$ cat src/rtl/spi_pkg.sv
`default_nettype none
// ==== spi_pkg : shared SPI receiver constants and state encoding ==== rev 1.0 ====
package spi_pkg;
  localparam int SPI_BYTE_W     = 8;
  localparam int SPI_FIFO_DEPTH = 8;

  typedef enum logic [0:0] {
    IDLE  = 1'b0,
    SHIFT = 1'b1
  } rx_state_t;
endpackage
`default_nettype wire

$ cat src/rtl/spi_byte_fifo.sv
`default_nettype none
// ==== spi_byte_fifo : synchronous FIFO with registered first-word-fall-through head ==== rev 1.0 ====
module spi_byte_fifo #(
  parameter int DEPTH = 8,
  parameter int WIDTH = 9
) (
  input  logic                     clk,
  input  logic                     i_rst_n,
  input  logic                     i_push,
  input  logic [WIDTH-1:0]         i_wdata,
  input  logic                     i_pop,
  output logic [WIDTH-1:0]         o_rdata,
  output logic                     o_full,
  output logic                     o_empty,
  output logic [$clog2(DEPTH):0]   o_count
);
  localparam int AW = $clog2(DEPTH);

  logic [WIDTH-1:0] r_mem [DEPTH];
  logic [AW-1:0]    r_wr_ptr, r_rd_ptr;
  logic [AW:0]      r_count;
  logic [WIDTH-1:0] r_rdata;

  logic             w_pop, w_push, w_head_new;
  logic [AW-1:0]    w_rd_next;
  logic [AW:0]      w_count_next;

  assign o_empty      = (r_count == '0);
  assign o_full       = (r_count == (AW+1)'(DEPTH));
  assign w_pop        = i_pop && !o_empty;
  assign w_push       = i_push && (!o_full || w_pop);
  assign w_rd_next    = r_rd_ptr + AW'(w_pop);
  assign w_count_next = r_count + (AW+1)'(w_push) - (AW+1)'(w_pop);
  // The written word becomes the head when nothing else will remain buffered.
  assign w_head_new   = w_push && (r_count == (AW+1)'(w_pop));

  always_ff @(posedge clk) begin
    if (w_push) r_mem[r_wr_ptr] <= i_wdata;
  end

  always_ff @(posedge clk or negedge i_rst_n) begin
    if (!i_rst_n) begin
      r_wr_ptr <= '0;
      r_rd_ptr <= '0;
      r_count  <= '0;
      r_rdata  <= '0;
    end else begin
      if (w_push) r_wr_ptr <= r_wr_ptr + AW'(1);
      if (w_pop)  r_rd_ptr <= w_rd_next;
      r_count <= w_count_next;
      if (w_count_next != '0) r_rdata <= w_head_new ? i_wdata : r_mem[w_rd_next];
    end
  end

  assign o_rdata = r_rdata;
  assign o_count = r_count;
endmodule
`default_nettype wire

$ cat src/rtl/spi_rx_fifo.sv
`default_nettype none
// ==== spi_rx_fifo : SPI mode-0 slave receiver with synchronizers and byte FIFO ==== rev 1.0 ====
module spi_rx_fifo
  import spi_pkg::*;
#(
  parameter int FIFO_DEPTH  = SPI_FIFO_DEPTH,
  parameter int SYNC_STAGES = 2
) (
  input  logic                          clk,
  input  logic                          i_rst_n,
  input  logic                          i_sclk,
  input  logic                          i_ss,
  input  logic                          i_mosi,
  input  logic                          i_ready,
  output logic                          o_valid,
  output logic [SPI_BYTE_W-1:0]         o_data,
  output logic                          o_sof,
  output logic [$clog2(FIFO_DEPTH):0]   o_count,
  output logic                          o_overflow,
  output logic                          o_frame_err
);
  localparam int BIT_CW = $clog2(SPI_BYTE_W);

  logic [SYNC_STAGES-1:0] r_sclk_sync, r_ss_sync, r_mosi_sync, r_sync_fill;
  logic                   r_sclk_d;
  logic                   w_sclk, w_ss, w_mosi, w_rise, w_sync_live;

  always_ff @(posedge clk or negedge i_rst_n) begin
    if (!i_rst_n) begin
      r_sclk_sync <= '0;
      r_ss_sync   <= '1;
      r_mosi_sync <= '0;
      r_sync_fill <= '0;
      r_sclk_d    <= 1'b0;
    end else begin
      r_sclk_sync <= {r_sclk_sync[SYNC_STAGES-2:0], i_sclk};
      r_ss_sync   <= {r_ss_sync[SYNC_STAGES-2:0], i_ss};
      r_mosi_sync <= {r_mosi_sync[SYNC_STAGES-2:0], i_mosi};
      r_sync_fill <= {r_sync_fill[SYNC_STAGES-2:0], 1'b1};
      r_sclk_d    <= w_sclk;
    end
  end

  assign w_sclk      = r_sclk_sync[SYNC_STAGES-1];
  assign w_ss        = r_ss_sync[SYNC_STAGES-1];
  assign w_mosi      = r_mosi_sync[SYNC_STAGES-1];
  assign w_rise      = w_sclk && !r_sclk_d;
  // Reset-value ss highs are not real bus state; only arm on a genuine high.
  assign w_sync_live = r_sync_fill[SYNC_STAGES-1];

  rx_state_t               r_state;
  logic                    r_armed, r_first, r_frame_err, r_overflow;
  logic [SPI_BYTE_W-2:0]   r_shreg;
  logic [BIT_CW-1:0]       r_bitcnt;
  logic                    w_push, w_pop, w_empty, w_full;
  logic [SPI_BYTE_W:0]     w_wdata, w_rdata;

  assign w_push  = (r_state == SHIFT) && !w_ss && w_rise && (r_bitcnt == BIT_CW'(SPI_BYTE_W-1));
  assign w_wdata = {r_first, r_shreg, w_mosi};
  assign w_pop   = i_ready && !w_empty;

  always_ff @(posedge clk or negedge i_rst_n) begin
    if (!i_rst_n) begin
      r_state     <= IDLE;
      r_armed     <= 1'b0;
      r_first     <= 1'b0;
      r_shreg     <= '0;
      r_bitcnt    <= '0;
      r_frame_err <= 1'b0;
    end else begin
      r_frame_err <= 1'b0;
      if (w_sync_live && w_ss) r_armed <= 1'b1;
      case (r_state)
        IDLE: begin
          if (r_armed && !w_ss) begin
            r_state <= SHIFT;
            r_first <= 1'b1;
          end
        end
        SHIFT: begin
          if (w_ss) begin
            r_state     <= IDLE;
            r_bitcnt    <= '0;
            r_shreg     <= '0;
            r_frame_err <= (r_bitcnt != '0);
          end else if (w_rise) begin
            r_shreg  <= {r_shreg[SPI_BYTE_W-3:0], w_mosi};
            r_bitcnt <= r_bitcnt + BIT_CW'(1);
            if (w_push) r_first <= 1'b0;
          end
        end
        default: r_state <= IDLE;
      endcase
    end
  end

  always_ff @(posedge clk or negedge i_rst_n) begin
    if (!i_rst_n) r_overflow <= 1'b0;
    else          r_overflow <= w_push && w_full && !w_pop;
  end

  spi_byte_fifo #(
    .DEPTH (FIFO_DEPTH),
    .WIDTH (SPI_BYTE_W + 1)
  ) u_fifo (
    .clk     (clk),
    .i_rst_n (i_rst_n),
    .i_push  (w_push),
    .i_wdata (w_wdata),
    .i_pop   (w_pop),
    .o_rdata (w_rdata),
    .o_full  (w_full),
    .o_empty (w_empty),
    .o_count (o_count)
  );

  assign o_valid     = !w_empty;
  assign o_sof       = w_rdata[SPI_BYTE_W];
  assign o_data      = w_rdata[SPI_BYTE_W-1:0];
  assign o_overflow  = r_overflow;
  assign o_frame_err = r_frame_err;
endmodule
`default_nettype wire

$ cat config.mk
export PLATFORM = sky130hd
export DESIGN_NAME = spi_rx_fifo
export DESIGN_NICKNAME = d
export VERILOG_FILES = /design/src/rtl/spi_pkg.sv /design/src/rtl/spi_byte_fifo.sv /design/src/rtl/spi_rx_fifo.sv
export SDC_FILE = /design/constraint.sdc
export NUM_CORES = 1
export LEC_CHECK = 0
export ABC_AREA = 1
export CELL_PAD_IN_SITES_DETAIL_PLACEMENT = 2
export CELL_PAD_IN_SITES_GLOBAL_PLACEMENT = 2
export CORE_MARGIN = 5
export CORE_UTILIZATION = 30
export DETAILED_ROUTE_END_ITERATION = 10
export PLACE_DENSITY_LB_ADDON = 0.08
export SYNTH_ARGS = -nofsm -noshare
export SYNTH_HDL_FRONTEND = slang
export SYNTH_SLANG_ARGS = --single-unit
$ cat constraint.sdc
create_clock -name clk -period 3.5 [get_ports clk]
set_input_delay 0.35 -clock clk [delete_from_list [all_inputs] [get_ports clk]]
set_output_delay 0.35 -clock clk [all_outputs]
set_load 0.05 [all_outputs]
==> results of run 1 <==
placed cells by master (no fill, tap or decap), types with 2 or more instances in the layout:
master | synthesis | final
edfxtp_1 | 72 | 72
clkinv_1 | 3 | 3
clkbuf_16 | 0 | 18
xnor2_1 | 3 | 3
nand2_2 | 4 | 4
nand2_4 | 2 | 2
nand3b_1 | 9 | 9
nand2_1 | 58 | 58
clkinv_2 | 0 | 4
clkbuf_8 | 0 | 2
o22ai_1 | 7 | 7
ha_1 | 11 | 11
dfstp_2 | 2 | 2
a21oi_1 | 11 | 11
nor2_2 | 3 | 3
clkdlybuf4s50_1 | 0 | 20
buf_4 | 0 | 15
dfrtp_1 | 41 | 41
nor2_1 | 36 | 36
o21ai_0 | 5 | 5
clkinv_4 | 0 | 4
nor3_1 | 2 | 2
nand3_1 | 92 | 92
inv_1 | 91 | 91
area by class of cell:
| class | count | area (um2) |
|---|---|---|
| fill | 1797 | 10400 |
| sequential | 115 | 3240 |
| multi-input combinational | 254 | 1370 |
| clock buffer | 21 | 482 |
| inverter | 95 | 357 |
| timing repair buffer | 36 | 318 |
| tap | 220 | 275 |
| clock inverter | 11 | 101 |
path summary, 6_finish.rpt:
check	from	endpoint	slack, ns	cells past startpoint
worst max-delay path	u_fifo.o_count[2]	u_fifo.o_rdata[5]	0.30	17
worst min-delay path	i_rst_n	r_bitcnt[1]	0.10	1
worst max register to register	u_fifo.o_count[2]	u_fifo.o_rdata[5]	0.30	17
worst min register to register	r_mosi_sync[0]	r_mosi_sync[1]	0.35	0
max in group asynchronous	i_rst_n	u_fifo.r_wr_ptr[1]	2.76	1
min in group clk	i_ss	r_ss_sync[0]	0.34	1
through the flow:
| stage | setup WS, ns | std cells |
|---|---|---|
| finish | 0.303 | 752 |
| global route | 0.0140 | 752 |
| CTS | 0.214 | 752 |
| detailed placement | 0.253 | 720 |
| global placement | 0.415 | 720 |
| floorplan | 0.0121 | 479 |
kinds of logic after synthesis:
| group | after synthesis | synth area share [%] |
|---|---|---|
| simple gates | 211 | 20.1 |
| flops | 115 | 64.3 |
| buf+inv | 110 | 8.54 |
| compound gates | 26 | 3.10 |
| fa+ha+maj | 12 | 3.13 |
| xor+xnor | 4 | 0.695 |
| other cells | 1 | 0.0744 |
per-layer routing:
metal | track usage (%) | up-vias
met5 | 0 | -
met4 | 5.41 | 0
met3 | 2.71 | 21
met2 | 27.6 | 49
met1 | 18.5 | 1793
li1 | - | 1643
worst reg2reg max path, stage by stage, from the launching register on:
cell and delay [ns]:
dfrtp_1 0.38, inv_1 0.11, ha_1 0.24, nand2_2 0.11, nand2_2 0.20, inv_1 0.07, ha_1 0.28, inv_1 0.08
ha_1 0.17, inv_1 0.07, fa_1 0.38, xnor2_1 0.16, nor2_1 0.09, nand2_1 0.07, nor2_2 0.14, clkinv_1 0.26
nor2_1 0.19, a21oi_1 0.06
registers in the layout (all words and copies together), names as in the netlist, 2 cells and up:
register         count
r_bitcnt             3
r_mosi_sync          2
r_sclk_sync          2
r_shreg              7
r_ss_sync            2
r_sync_fill          2
u_fifo.o_count       4
u_fifo.o_rdata       9
u_fifo.r_mem        72
u_fifo.r_rd_ptr      3
u_fifo.r_wr_ptr      3
power by group through the flow:
stage | Sequential [W] | Combinational (W) | Clock, W
finish | 0.00165 | 0.00193 | 0.00168
global route | 0.00167 | 0.00213 | 0.00179
CTS | 0.00165 | 0.00199 | 0.00173
detailed placement | 0.00168 | 0.00198 | 0
global placement | 0.00167 | 0.00192 | 0
floorplan | 0.00191 | 0.000991 | 0
==> summary.txt, run 1 <==
Status -> finished clean
Mean routed wirelength per cell -> 19.0 um
Yosys warning count -> 0
Average size of a mapped cell -> 10.5 um2
Power Internal -> 0.00321 W
Ys async rst share -> 37.4%
Die area -> 0.0195 mm2
Met1 wire length -> 6.29 mm
Final RePlAce weighted congestion -> 0.726
Share of the synthesized area in the top cell type -> 42.9%
DRT antenna net count -> 0
LEAKAGE -> 2.68 nW
CTS Sinks -> 115
Final setup vio count -> 0
Buf/Inv on CP -> 5
Startpoint Class -> flip-flop
Hold WC Path Type -> in -> async
Sw power -> 0.00205 W
Total Wirelength -> 14.3 mm
Mapped Cells -> 479
RSZ-0062 raised after global routing -> false
CP dominant cell by count -> inv_1
Max Used Layer -> met4
Post-synth net total -> 497
Die Y -> 140 um
Max Clk Rate -> 313 MHz
Drt drc -> 0
Top-count cell post-synth -> nand3_1
Vias in the first global route -> 3974
DR WL met2 -> 7.42 mm
Final hold violations -> 0
Synth top area cells -> edfxtp_1 43%, dfrtp_1 20%, nand3_1 9.1%
Detail Placement HPWL -> 9.14 mm
Total CTS buffers -> 17
Fraction of layout cells with a size suffix above 1 -> 12.0%
H-tree depth -> 4
Setup TNS -> 0 ns
Initial core utilization -> 30.5%
Clock buffer depth -> 2
CP Capture Type -> flip-flop
Top Family by Delay on Critical Path -> adder cells
Yosys cell types -> 34
TritonCTS clock tree -> yes
Tmin final -> 3.20 ns
Critical-path top delay cell -> dfrtp_1
Tot Pwr -> 0.00526 W
Area of the mapped netlist -> 0.00504 mm2
Tcrit/Tclk final -> 91.4%
Slew @ Worst Pin -> 1.01 ns
Logic pwr share -> 36.7%
Clk_lat worst skew -> 0.41 ns
Worst path max stage delay -> 0.38 ns
Post-CTS Resized -> 0
DP Area -> 0.00556 mm2
CP max FO -> 9
IO Port Bufs -> 21
Post-synth top area cell -> edfxtp_1
Drt first pass iters -> 4
Global route overflow -> 0
Sequential power share -> 31.4%
Via Count -> 3506
VDD IR max -> 0.410 mV
Critical path type -> reg -> reg
#FFs+latches synth -> 115
Switching part of the total -> 38.9%
Largest net degree at the start of global routing -> 44
Initial antenna violation count -> 0
Fin nets -> 537
Number of flops mapped to enable cells by yosys -> 72
Worst-path clk slew -> 0.06 ns
Fin area -> 0.00614 mm2
Total I/O pin count -> 22
Synthesis-to-finish area growth -> 21.9%
Critical Path RT -> 3.79 ns
Antenna diodes -> 0
GRT Total Usage -> 15.4%
Relative slew slack -> 32.7%
Clock Power Share -> 32.0%
Worst EP arrival -> 3.49 ns
First-pass GRT wire length -> 22.5 mm
Clock skew -> 0.00843 ns
Row Count -> 47
Post-layout util -> 37.2%
CTS hold repair buffers -> 0
Critical Path, Cell by Cell -> inv_1, ha_1, nand2_2, nand2_2, inv_1, ha_1, inv_1, ha_1, inv_1, fa_1, xnor2_1, nor2_1, nand2_1, nor2_2, clkinv_1, nor2_1, a21oi_1
Power density cells -> 857 mW/mm2
Die W -> 140 um
Core Box Area -> 0.0165 mm2
Final slew viol count -> 0
Number of max-cap violations -> 0
Metal3 WL -> 333 um
CTS root buf -> clkbuf_16
Prevailing post-synth register cell -> edfxtp_1
Iter 0 DRT Violations -> 122
Top cells by count, synth -> 92 x nand3_1, 91 x inv_1, 72 x edfxtp_1
Detail-routed via count per cell -> 4.66
Worst hold slack -> 0.104 ns
Seq/Total Area, Yosys -> 64.3%
Post-CTS setup buffer count -> 0
Note: power is estimated with default switching activity, not from simulation.
==> run 2: changes to the inputs <==
--- a/config.mk
+++ b/config.mk
@@ -12,6 +12,7 @@
 export CORE_UTILIZATION = 30
 export DETAILED_ROUTE_END_ITERATION = 10
 export PLACE_DENSITY_LB_ADDON = 0.08
+export RECOVER_POWER = 25
 export SYNTH_ARGS = -nofsm -noshare
 export SYNTH_HDL_FRONTEND = slang
 export SYNTH_SLANG_ARGS = --single-unit
==> summary.txt, run 2 (same netlist as run 1, synthesis figures left out) <==
Fin nets -> 537
CTS root buf -> clkbuf_16
RSZ-0062 raised after global routing -> false
Die W -> 140 um
Register area -> 0.00324 mm2
Tmin final -> 3.20 ns
Initial core utilization -> 30.5%
H-tree depth -> 4
Detail Placement HPWL -> 9.14 mm
First-pass GRT wire length -> 22.5 mm
Post-CTS Resized -> 0
DRT antenna net count -> 0
Final hold violations -> 0
Drt drc -> 0
TritonCTS clock tree -> yes
Critical Path RT -> 3.79 ns
Initial antenna violation count -> 0
Hold WC Path Type -> reg -> reg
Slew @ Worst Pin -> 2.42 ns
Number of max-cap violations -> 1
Final RePlAce weighted congestion -> 0.726
Vias in the first global route -> 3974
CP max FO -> 9
Fraction of layout cells with a size suffix above 1 -> 11.7%
Critical path type -> reg -> reg
Startpoint Class -> flip-flop
DP Area -> 0.00556 mm2
Row Count -> 47
Status -> complete, but fails checks
Footprint of the multi-input gates -> 0.00137 mm2
Setup ws final -> 0.301 ns
Critical Path, Cell by Cell -> inv_1, ha_1, nand2_2, nand2_2, inv_1, ha_1, inv_1, ha_1, inv_1, fa_1, xnor2_1, nor2_1, nand2_1, nor2_2, clkinv_1, nor2_1, a21oi_1
CTS Sinks -> 115
Post-CTS setup buffer count -> 0
Mean routed wirelength per cell -> 19.0 um
IO Port Bufs -> 21
Relative slew slack -> -61.5%
Clock buffer depth -> 2
Final slew viol count -> 44
Via Count -> 3508
Worst-path clk slew -> 0.06 ns
CP dominant cell by count -> inv_1
Reg with most FFs -> u_fifo.r_mem
Layout fillers -> 1795
Place WS -> 0.253 ns
Largest net degree at the start of global routing -> 44
Synthesis-to-finish area growth -> 21.9%
Global route overflow -> 0
Drt first pass iters -> 4
Max Clk Rate -> 313 MHz
Worst path max stage delay -> 0.39 ns
Clock skew -> 0.00803 ns
Antenna diodes -> 0
Core Box Area -> 0.0165 mm2
Setup TNS -> 0 ns
Detail-routed via count per cell -> 4.66
LEAKAGE -> 2.67 nW
GRT Total Usage -> 15.4%
Die Y -> 140 um
Die area -> 0.0195 mm2
Max reg flops -> 72
Total I/O pin count -> 22
CP Capture Type -> flip-flop
Clk_lat worst skew -> 0.41 ns
Total CTS buffers -> 17
Most frequent cells in the layout -> 92 x nand3_1, 91 x inv_1, 72 x edfxtp_1
Iter 0 DRT Violations -> 122
Top Family by Delay on Critical Path -> adder cells
Fin area -> 0.00614 mm2
Most common cell after layout, fill and taps aside -> nand3_1
Worst hold slack -> 0.349 ns
Buf/Inv on CP -> 5
Violated checks -> max-capacitance violations, max-slew violations
Critical-path top delay cell -> dfrtp_1
Total Wirelength -> 14.3 mm
VDD IR max -> 0.409 mV
CTS hold repair buffers -> 0
Tcrit/Tclk final -> 91.4%
Power density cells -> 857 mW/mm2
Worst EP arrival -> 3.49 ns
Final setup vio count -> 0
run 2: cell count changes in the layout (fill, tap and decap cells not counted), sizes merged:
cell and change:
buf -1, clkbuf +1, clkdlybuf4s50 -3, dlygate4sd3 +3
run 2: metrics by stage:
step	power (W)	instances	utilization, %
after global placement	0.00359	720	33.6
final	0.00526	752	37.2
after global routing	0.00559	752	37.2
after detailed placement	0.00365	720	33.6
after floorplan	0.00291	479	-
after CTS	0.00537	752	37.2
run 2: path summary, 6_finish.rpt:
check | cells past startpoint | to | slack [ns] | from
hold / removal | 0 | r_mosi_sync[1] | 0.35 | r_mosi_sync[0]
setup / recovery | 17 | u_fifo.o_rdata[5] | 0.30 | u_fifo.o_count[2]
hold reg to reg | 0 | r_mosi_sync[1] | 0.35 | r_mosi_sync[0]
min in group asynchronous | 1 | r_bitcnt[1] | 0.67 | i_rst_n
max in group asynchronous | 1 | r_shreg[0] | 1.44 | i_rst_n
setup reg to reg | 17 | u_fifo.o_rdata[5] | 0.30 | u_fifo.o_count[2]
run 2: layer usage:
layer	GRT usage [%]	vias to the layer above	wire, um
met2	27.6	45	7450
li1	-	1643	-
met1	18.5	1801	6300
met5	0	-	0
met3	2.71	19	313
met4	5.41	0	228
run 2: area by class of cell:
type / count / area share [%]
Clock inverter: 11 / 1.65
Multi-Input combinational cell: 254 / 22.3
Sequential cell: 115 / 52.8
Clock buffer: 21 / 7.85
Inverter: 95 / 5.81
Tap cell: 220 / 4.48
Timing Repair Buffer: 36 / 5.16
run 2: power by group:
group	internal, W	total [W]	switching [W]
combinational	0.000602	0.00193	0.00133
clock	0.00106	0.00168	0.000627
sequential	0.00156	0.00165	0.0000943
==> run 3: changes to the inputs <==
--- a/config.mk
+++ b/config.mk
@@ -6,6 +6,7 @@
 export NUM_CORES = 1
 export LEC_CHECK = 0
 export ABC_AREA = 1
+export CAP_MARGIN = 25
 export CELL_PAD_IN_SITES_DETAIL_PLACEMENT = 2
 export CELL_PAD_IN_SITES_GLOBAL_PLACEMENT = 2
 export CORE_MARGIN = 5
@@ -13,6 +14,8 @@
 export DETAILED_ROUTE_END_ITERATION = 10
 export PLACE_DENSITY_LB_ADDON = 0.08
 export RECOVER_POWER = 25
+export REMOVE_ABC_BUFFERS = 1
+export SLEW_MARGIN = 20
 export SYNTH_ARGS = -nofsm -noshare
 export SYNTH_HDL_FRONTEND = slang
 export SYNTH_SLANG_ARGS = --single-unit
==> summary.txt, run 3 (same netlist as run 1, synthesis figures left out) <==
Iter 0 DRT Violations -> 142
VDD IR max -> 0.393 mV
Reg with most FFs -> u_fifo.r_mem
Violated checks -> max-capacitance violations, max-slew violations
Clock Power Share -> 34.3%
Row Count -> 47
Critical path type -> reg -> reg
Most common cell after layout, fill and taps aside -> nand3_1
Hold WC Path Type -> reg -> reg
Core Box Area -> 0.0165 mm2
Largest net degree at the start of global routing -> 37
Worst-path clk slew -> 0.05 ns
Tcrit/Tclk final -> 87.8%
H-tree depth -> 4
Drt first pass iters -> 5
TritonCTS clock tree -> yes
Sw power -> 0.00201 W
Post-layout util -> 37.7%
Clock buffer depth -> 2
Power density cells -> 871 mW/mm2
CTS hold repair buffers -> 0
Via Count -> 3525
Power Internal -> 0.00341 W
Final setup vio count -> 0
Critical Path RT -> 3.80 ns
Final hold violations -> 0
Layout fillers -> 1744
CP Capture Type -> flip-flop
Die W -> 140 um
RSZ-0062 raised after global routing -> false
Total I/O pin count -> 22
Tmin final -> 3.07 ns
Worst EP arrival -> 3.37 ns
Logic pwr share -> 35.2%
CTS root buf -> clkbuf_16
Vias in the first global route -> 3878
First-pass GRT wire length -> 22.6 mm
Startpoint Class -> flip-flop
Global route overflow -> 0
Mean routed wirelength per cell -> 18.9 um
Initial core utilization -> 30.5%
Worst hold slack -> 0.346 ns
Number of instances in the placed design -> 722
CP max FO -> 9
CTS Sinks -> 115
Slew @ Worst Pin -> 1.86 ns
Relative slew slack -> -23.8%
Final RePlAce weighted congestion -> 0.713
Die area -> 0.0195 mm2
Most frequent cells in the layout -> 92 x nand3_1, 91 x inv_1, 72 x edfxtp_1
DRT antenna net count -> 0
Max reg flops -> 72
GRT Total Usage -> 15.5%
Status -> complete, but fails checks
Number of max-cap violations -> 1
Clk_lat worst skew -> 0.42 ns
Fraction of layout cells with a size suffix above 1 -> 12.2%
Max Clk Rate -> 325 MHz
Total Wirelength -> 14.3 mm
Sequential power share -> 30.5%
Fin nets -> 539
Initial antenna violation count -> 0
Final non-filler cell total -> 754
Antenna diodes -> 0
Detail-routed via count per cell -> 4.68
Synthesis-to-finish area growth -> 23.5%
Final slew viol count -> 33
LEAKAGE -> 2.72 nW
Switching part of the total -> 37.0%
Place WS -> 0.364 ns
Total CTS buffers -> 17
Detail Placement HPWL -> 9.12 mm
IO Port Bufs -> 21
Clock skew -> 0.00804 ns
Die Y -> 140 um
Setup ws final -> 0.426 ns
Drt drc -> 0
run 3: final timing paths:
kind / startpoint / end / slack, ns / depth (start not counted)
setup / recovery: u_fifo.o_count[2] / u_fifo.o_rdata[2] / 0.43 / 17
hold / removal: r_sync_fill[0] / r_sync_fill[1] / 0.35 / 0
setup reg to reg: u_fifo.o_count[2] / u_fifo.o_rdata[2] / 0.43 / 17
hold reg to reg: r_sync_fill[0] / r_sync_fill[1] / 0.35 / 0
max in group asynchronous: i_rst_n / u_fifo.o_rdata[1] / 1.99 / 1
min in group asynchronous: i_rst_n / r_sync_fill[0] / 0.44 / 1
run 3: final cells by class:
type                            instances  area (um2)  area share (%)
Clock buffer                           26         563            9.05
Timing Repair Buffer                   38         332            5.33
Multi-Input combinational cell        254        1370            22.0
Sequential cell                       115        3240            52.1
Clock inverter                          6        83.8            1.35
Tap cell                              220         275            4.42
Inverter                               95         360            5.79
run 3: per-stage QoR:
step,instance area (um2),TNS [ns],total power (W)
floorplan,4960,-0.631,0.00286
global placement,5570,0,0.00358
detailed placement,5570,0,0.00362
CTS,6220,0,0.00551
global route,6220,0,0.00576
finish,6220,0,0.00542
run 3: per-layer routing:
layer / vias to the layer above / wire length [um] / GRT usage, %
li1: 1657 / - / -
met2: 39 / 7110 / 25.8
met1: 1814 / 6610 / 19.9
met3: 15 / 339 / 3.29
met5: - / 0 / 0
met4: 0 / 206 / 5.97
run 3: what timing repair did:
action | CTS | global route
hold endpoints to repair | 0 | 0
gates resized for setup | 0 | 1
endpoints found under the setup margin | 0 | 7
buffers inserted | 0 | 0
run 3: critical path, cell delays in order (launching register included):
cell and delay (ns):
dfrtp_1 0.38, inv_1 0.12, ha_1 0.24, nand2_2 0.10, nand2_2 0.18, inv_1 0.07
ha_1 0.26, inv_1 0.07, ha_1 0.16, inv_1 0.06, fa_1 0.37, xnor2_1 0.16
nor2_1 0.10, nand2_1 0.07, nor2_2 0.17, clkinvlp_4 0.24, nor2_1 0.16, a21oi_1 0.06
run 3: power by group through the flow:
stage                     Clock [W]  Combinational [W]  Sequential [W]
after CTS                   0.00190            0.00196         0.00166
after detailed placement          0            0.00195         0.00168
after global routing        0.00196            0.00212         0.00167
after global placement            0            0.00190         0.00168
final                       0.00186            0.00191         0.00165
after floorplan                   0           0.000945         0.00191
